### src/rtl/io_bus_decoder_dtack.sv
// io_bus_decoder_dtack
// Clocked chip-select decoder for the 68k IO region. A bus cycle starts when
// AS_L is low and IO_Select_H is high. Address[15:4] is compared with NUM_CH
// 16-byte windows. A matched cycle gets a held enable, a one-clock strobe and
// DTACK_L after WAIT_CYCLES. An unmatched cycle gets Bus_Error_L after
// TIMEOUT_CYCLES. Every output is driven from a register.
module io_bus_decoder_dtack #(
   parameter int unsigned          NUM_CH         = 4,
   parameter logic [NUM_CH*12-1:0] BASE_ADDRS     = 48'h806_804_802_800,
   parameter int unsigned          WAIT_CYCLES    = 2,
   parameter int unsigned          TIMEOUT_CYCLES = 16
) (
   input  logic              Clk,
   input  logic              Reset_L,
   input  logic [31:0]       Address,
   input  logic              IO_Select_H,
   input  logic              AS_L,
   output logic [NUM_CH-1:0] IO_Enable_H,
   output logic [NUM_CH-1:0] IO_Strobe_H,
   output logic              DTACK_L,
   output logic              Bus_Error_L
);

   typedef enum logic [2:0] {
      S_IDLE,
      S_WAIT,
      S_ACK,
      S_NOMAP,
      S_ERR
   } state_t;

   state_t            state, state_nxt;
   logic [7:0]        count, count_nxt;
   logic              armed, armed_nxt;
   logic [NUM_CH-1:0] hit;
   logic              hit_any;
   logic [NUM_CH-1:0] enable_nxt, strobe_nxt;
   logic              dtack_nxt, berr_nxt;

   // Only Address[15:4] takes part in decoding. The region itself is
   // qualified by IO_Select_H.
   logic              unused_addr_bits;
   assign unused_addr_bits = ^{Address[31:16], Address[3:0]};

   // Priority window match. The loop runs from the top index down, so the
   // lowest matching channel is the one that remains in the one-hot result.
   always_comb begin
      hit = '0;
      for (int i = NUM_CH - 1; i >= 0; i--) begin
         if (Address[15:4] == BASE_ADDRS[12*i +: 12]) begin
            hit    = '0;
            hit[i] = 1'b1;
         end
      end
   end

   assign hit_any = |hit;

   // Next-state and next-output logic. The decode result is taken only at the
   // start edge. It is then held in the enable register, so later address
   // changes are ignored. The armed flag requires at least one IDLE edge with
   // AS_L high before a start is accepted. Because of this, a strobe never
   // fires into a bus cycle that was already in progress at reset or at abort.
   always_comb begin
      state_nxt  = state;
      count_nxt  = count;
      armed_nxt  = armed;
      enable_nxt = IO_Enable_H;
      strobe_nxt = '0;
      dtack_nxt  = DTACK_L;
      berr_nxt   = Bus_Error_L;
      case (state)
         S_IDLE: begin
            if (AS_L) begin
               armed_nxt = 1'b1;
            end else if (armed && IO_Select_H) begin
               armed_nxt = 1'b0;
               if (hit_any) begin
                  enable_nxt = hit;
                  strobe_nxt = hit;
                  count_nxt  = 8'(WAIT_CYCLES);
                  state_nxt  = S_WAIT;
               end else begin
                  count_nxt  = 8'(TIMEOUT_CYCLES - 1);
                  state_nxt  = S_NOMAP;
               end
            end
         end
         S_WAIT: begin
            if (AS_L) begin
               state_nxt  = S_IDLE;
               count_nxt  = '0;
               enable_nxt = '0;
            end else if (count == 8'd0) begin
               state_nxt  = S_ACK;
               dtack_nxt  = 1'b0;
            end else begin
               count_nxt  = count - 8'd1;
            end
         end
         S_ACK: begin
            if (AS_L) begin
               state_nxt  = S_IDLE;
               enable_nxt = '0;
               dtack_nxt  = 1'b1;
            end
         end
         S_NOMAP: begin
            if (AS_L) begin
               state_nxt = S_IDLE;
               count_nxt = '0;
            end else if (count == 8'd0) begin
               state_nxt = S_ERR;
               berr_nxt  = 1'b0;
            end else begin
               count_nxt = count - 8'd1;
            end
         end
         S_ERR: begin
            if (AS_L) begin
               state_nxt = S_IDLE;
               berr_nxt  = 1'b1;
            end
         end
         default: begin
            state_nxt  = S_IDLE;
            count_nxt  = '0;
            armed_nxt  = 1'b0;
            enable_nxt = '0;
            dtack_nxt  = 1'b1;
            berr_nxt   = 1'b1;
         end
      endcase
   end

   // State, counter and registered outputs. Reset takes priority over any
   // cycle that is in progress.
   always_ff @(posedge Clk) begin
      if (!Reset_L) begin
         state       <= S_IDLE;
         count       <= '0;
         armed       <= 1'b0;
         IO_Enable_H <= '0;
         IO_Strobe_H <= '0;
         DTACK_L     <= 1'b1;
         Bus_Error_L <= 1'b1;
      end else begin
         state       <= state_nxt;
         count       <= count_nxt;
         armed       <= armed_nxt;
         IO_Enable_H <= enable_nxt;
         IO_Strobe_H <= strobe_nxt;
         DTACK_L     <= dtack_nxt;
         Bus_Error_L <= berr_nxt;
      end
   end

endmodule

### config.mk
export PLATFORM = sky130hd
export DESIGN_NAME = io_bus_decoder_dtack
export DESIGN_NICKNAME = d
export VERILOG_FILES = /design/src/rtl/io_bus_decoder_dtack.sv
export SDC_FILE = /design/constraint.sdc
export NUM_CORES = 1
export LEC_CHECK = 0
export CORE_UTILIZATION = 47
export CTS_BUF_LIST = sky130_fd_sc_hd__clkbuf_16
export DETAILED_ROUTE_END_ITERATION = 8
export GPL_TIMING_DRIVEN = 1
export PLACE_DENSITY = 0.88
export REMOVE_ABC_BUFFERS = 1
export SLEW_MARGIN = 0
export SYNTH_ARGS = -nofsm -noshare
export SYNTH_HDL_FRONTEND = slang
export SYNTH_SLANG_ARGS = --single-unit
### constraint.sdc
create_clock -name Clk -period 2.65 [get_ports Clk]
set_clock_uncertainty 0.15 [all_clocks]
set_input_delay 0.265 -clock Clk [delete_from_list [all_inputs] [get_ports Clk]]
set_output_delay 0.265 -clock Clk [all_outputs]
set_load 0.02 [all_outputs]
; Word-level counts from Yosys, hierarchy flattened
; Index checks and enable logic that the tools add are counted.
[totals]
ff_bits = 22
in_bits = 36
out_inout_bits = 10
word_cells = 90
[op_classes]
addsub = 1
eq_ne = 23
mux = 32
bitwise = 9
reduce_logical = 18
[op_table]
columns = cell, count
row1 = 12-bit == test (second input constant), 4
row2 = 4-bit 2-to-1 mux, 9
row3 = 8-bit 2-to-1 mux, 4
row4 = 8-bit one-hot mux with 3 select lines, 1
row5 = 3-bit 2-to-1 mux, 7
row6 = 2-bit inequality test (second input constant), 9
row7 = 3-bit inequality test (second input constant), 4
row8 = 3-bit one-hot mux with 4 select lines, 1
row9 = 4-bit one-hot mux with 3 select lines, 1
row10 = 4-bit AND reduction, 3
row11 = 5-bit AND reduction, 2
row12 = 1-bit inverter, 9
row13 = 8-bit zero test, 1
row14 = 2-bit OR reduction, 4
row15 = 4-bit OR reduction, 2
row16 = 8-bit by 1-bit subtractor with 8-bit output (second input constant), 1
row17 = 3-bit by 2-bit == test with 1-bit output (second input constant), 2
row18 = 1-bit one-hot mux with 3 select lines, 2
row19 = 3-bit OR reduction, 2
row20 = 1-bit 2-to-1 mux, 5
row21 = 5-bit OR reduction, 1
row22 = 2-bit by 1-bit inequality test with 1-bit output (second input constant), 2
row23 = 3-bit by 1-bit == test with 1-bit output (second input constant), 1
row24 = 3-bit == test (second input constant), 1
row25 = 5 further kinds, 5

; Longest topological paths before layout
[depth]
depth_word = 10
ltp_mapped = 6
ltp_nobuf = 6

; Worst setup path before layout
; Ideal clock, no wire load.
[synth_path]
path_kind = reg2reg
startpoint = register count[0]
endpoint = register count[4]
t_arrival_ns = 1.564
required_ns = 2.430
setup_slack_ns = 0.866
path_stages_with_launch = 6
path_buffers = 0
synth_period_minus_slack_ns = 1.784
path_cell_list = dfxtp_1 inv_1 ha_1 or3b_2 or4_1 a21boi_1
[synth_via]
elab_chain_cells = 4
word_cells_on_any_way = 7
cone_classes = add/sub: 1 / eq/ne: 1 / mux: 3 / reduce/logical: 2
[synth_lines]
columns = element, line_no
row1 = "start, declared", 33  ; logic [7:0] count, count_nxt;
row2 = "start signal, assigned", 149  ; count <= count_nxt;
row3 = 8-bit by 1-bit subtractor with 8-bit output, "98, 116"
row4 = 8-bit 2-to-1 mux, "94, 112"
row5 = 8-bit 2-to-1 mux, 109  ; if (AS_L) begin
row6 = 8-bit one-hot mux with 3 select lines, 72  ; case (state)
; Parallel ways exist; a longest one is shown, timed or not. The select of a mux whose other input is x is not followed.
; A chain may end at the register's enable or synchronous reset.

; Worst setup path in the final report
[layout_path]
startpoint = input AS_L
endpoint = register count[4]
[layout_via]
elab_chain_cells = 2
word_cells_on_any_way = 5
cone_classes = eq/ne: 2 / mux: 2 / reduce/logical: 1
[layout_lines]
columns = element, line_no
row1 = "start, declared", 17  ; input logic AS_L,
row2 = "3-bit inequality test (no source line), or another cell as far along", -
row3 = 4-bit AND reduction (no source line) or 8-bit one-hot mux with 3 select lines (tied branches), -
; Parallel ways exist; a longest one is shown, timed or not.

==> results.ini <==
[status]
status = finished, final reports clean

[global_routing]
overflow = 0
use_met3 = 0.0776
grt_max_degree = 17
globalRouteMet2Util = 0.439
antenna_found_initial = 0
grt_pass1_vias = 1148
grt.total_usage = 0.251
grt_pass1_wl_mm = 5.06
met1_usage = 0.273
busiest_layer = met2

[synth]
yosysWarningCount = 0
yosysUniqueCellTypes = 43
syn_area_per_cell_um2 = 8.41
synth.top_cells.by_area = dfxtp_1, a21oi_1, nand2_1, mux2i_1, o22ai_1
ys_seq_area_frac = 0.359
ys_ff_latch = 22
yosysTopAreaCellShare = 0.359
syn_area_um2 = 1230
synth_cells = 146
synth_area_leader_cell = dfxtp_1

[detailed_routing]
dr.pass1.iters = 4
num_vias = 1228
avgRoutedWirePerCell_um = 15.5
viasPerCell = 6.08
ant_nets = 0
routed_wl_mm = 3.14
drc = 0
drt-initial-drc-count = 41

[timing]
hold_viol_final = 0
maxSlewViolCount = 0
relSlewSlack = 0.557
period_share = 0.779
setup_violations = 0
setup_tns_ns = 0
worstMarginPinSlew_ns = 0.660
rsz0062_at_grt = false
max_freq_mhz = 484
post-route-min-period_ns = 2.06
holdWs_ns = 0.310

[power_and_ir_drop]
p_total_mw = 1.39
irDropWorstVdd_mv = 0.529
swShare = 0.395
power.share.clock = 0.229
seqPwrFrac = 0.345
p_per_area_nw_per_um2 = 871
intPower_mw = 0.840
p_leak_nw = 0.583
comb_power_share = 0.425
switchingPower_mw = 0.548

[finish]
synthToLayoutAreaGrowth_pct = 29.9
nets = 211
diodes = 0
instances_no_fill = 202
layout-drive-gt1-share = 0.0930
fin_util = 0.643

[floorplan]
design.die.area_um2 = 2820
chipWidth_um = 53.1
die_height_um = 53.1
io_pins = 46
core_area_um2 = 2480
row_count = 18
initial_core_util = 0.495

[placement]
place_congestion = 0.840
place_inst = 198
io_buffers = 25
post-dp-hpwl_mm = 2.23

[clocking]
cts_resized = 0
cts_setup_buffers = 0
insertion_delay_ns = 0.25
cts_tree = built
clk_pin_slew_worst_paths_ns = 0.06
hold_buffers = 0
cts_sinks = 22
cts_buffer_depth = 2
cts_inserted_buffers = 3
clock-root-buffer = clkbuf_16
htreeDepth = 1

[critical_path]
required_ns = 2.69
crit_path_end_kind = flip-flop
path_cells = clkdlybuf4s50_1 -> nand4bb_4 -> o21a_1 -> or4_1 -> a21boi_1
critPathMaxFanout = 8
crit_slowest_cell = clkdlybuf4s50_1
cp-start-kind = input pin
critical_path_class = in2reg
max_stage_delay_ns = 0.55
cp_data_arrival_time_ns = 2.10

[job]
cap_violations = 0

[min_path]
hp-class = reg2reg

-- cell usage in the layout, fill, tap and decap left out, types with 3 or more instances in the layout --
| master | instances |
|---|---|
| nor2_1 | 9 |
| clkdlybuf4s50_1 | 25 |
| o22ai_1 | 6 |
| nand3_1 | 7 |
| o21ai_0 | 7 |
| nand2_1 | 12 |
| mux2i_1 | 4 |
| nor4_1 | 4 |
| clkbuf_16 | 3 |
| a21oi_1 | 12 |
| dfxtp_1 | 22 |
| buf_4 | 4 |
| nor3_1 | 4 |
| nand2b_1 | 4 |
| inv_1 | 5 |
| and3_1 | 4 |
-- cell usage after synthesis --
library cell	instances
nor2b_1	2
or2_2	1
o211ai_1	2
o221a_2	1
o22a_1	1
o32ai_1	1
nand2_1	12
nor3b_1	2
o2111ai_1	1
o22ai_1	6
nor4_1	4
a31oi_2	1
buf_2	3
clkbuf_1	4
nor2_1	9
dfxtp_1	22
or4_1	1
o21ai_0	7
a31o_2	1
xor2_1	2
a21oi_1	12
and4_1	1
nor4b_2	2
a211oi_1	2
and3b_1	2
a21o_1	1
or3_1	1
nand3b_1	1
ha_1	2
maj3_1	1
nand4_1	2
nand3_1	7
nor3_1	4
o31ai_1	1
nand4bb_4	1
inv_1	5
nand2b_1	4
o31a_1	1
mux2i_1	4
o21a_1	2
a21boi_1	1
and3_1	4
or3b_2	2
-- final timing paths --
| check | from | end | slack (ns) | cells past startpoint |
|---|---|---|---|---|
| worst min-delay path | IO_Enable_H[0] | IO_Enable_H[0] | 0.31 | 2 |
| worst min register to register | IO_Enable_H[0] | IO_Enable_H[0] | 0.31 | 2 |
| worst max register to register | state[0] | count[7] | 0.68 | 4 |
| worst max-delay path | AS_L | count[4] | 0.59 | 5 |
-- per-stage QoR --
stage          area, µm²  worst slack (ns)
2_1_floorplan       1200             0.866
6_report            1590             0.585
3_5_place_dp        1520             0.367
4_1_cts             1590             0.603
5_1_grt             1590             0.465
3_3_place_gp        1520             0.393
-- worst max-delay path: cells and delay by family --
family,cells,cell delay (ns)
AO/OA/AOI/OAI,2,0.42
AND/OR/NAND/NOR,2,0.87
buffers and inverters,1,0.55
-- power groups by stage --
stage,logic (mW),clock network [mW],registers (mW)
after floorplan,0.418,0,0.459
after global placement,0.539,0,0.472
after CTS,0.581,0.319,0.474
after detailed placement,0.565,0,0.477
final,0.590,0.318,0.479
after global routing,0.646,0.337,0.487
-- sequential cells by signal (all words and copies together), names as in the netlist --
| signal | flops |
|---|---|
| count | 8 |
| IO_Enable_H | 4 |
| IO_Strobe_H | 4 |
| state | 3 |
| Bus_Error_L | 1 |
| DTACK_L | 1 |
| armed | 1 |
-- area by class of cell --
class                           count  area, µm²
Clock buffer                        3       75.1
Clock inverter                      1       3.75
Fill cell                         198        883
Inverter                            5       18.8
Multi-Input combinational cell    112        738
Sequential cell                    22        440
Tap cell                           30       37.5
Timing Repair Buffer               29        280
-- cell families after synthesis --
kind of cell / Yosys count / synth area share
compound gates: 41 / 0.218
xor+xnor: 2 / 0.0143
fa+ha+maj: 3 / 0.0285
buf+inv: 12 / 0.0397
flops: 22 / 0.359
mux: 4 / 0.0326
simple gates: 62 / 0.308
-- per-layer routing --
metal,up-vias,share of wire
met3,9,0.085
met1,550,0.38
met4,0,0.017
li1,597,-
met2,72,0.52
met5,-,0
Power figures use the tool's default switching activity.
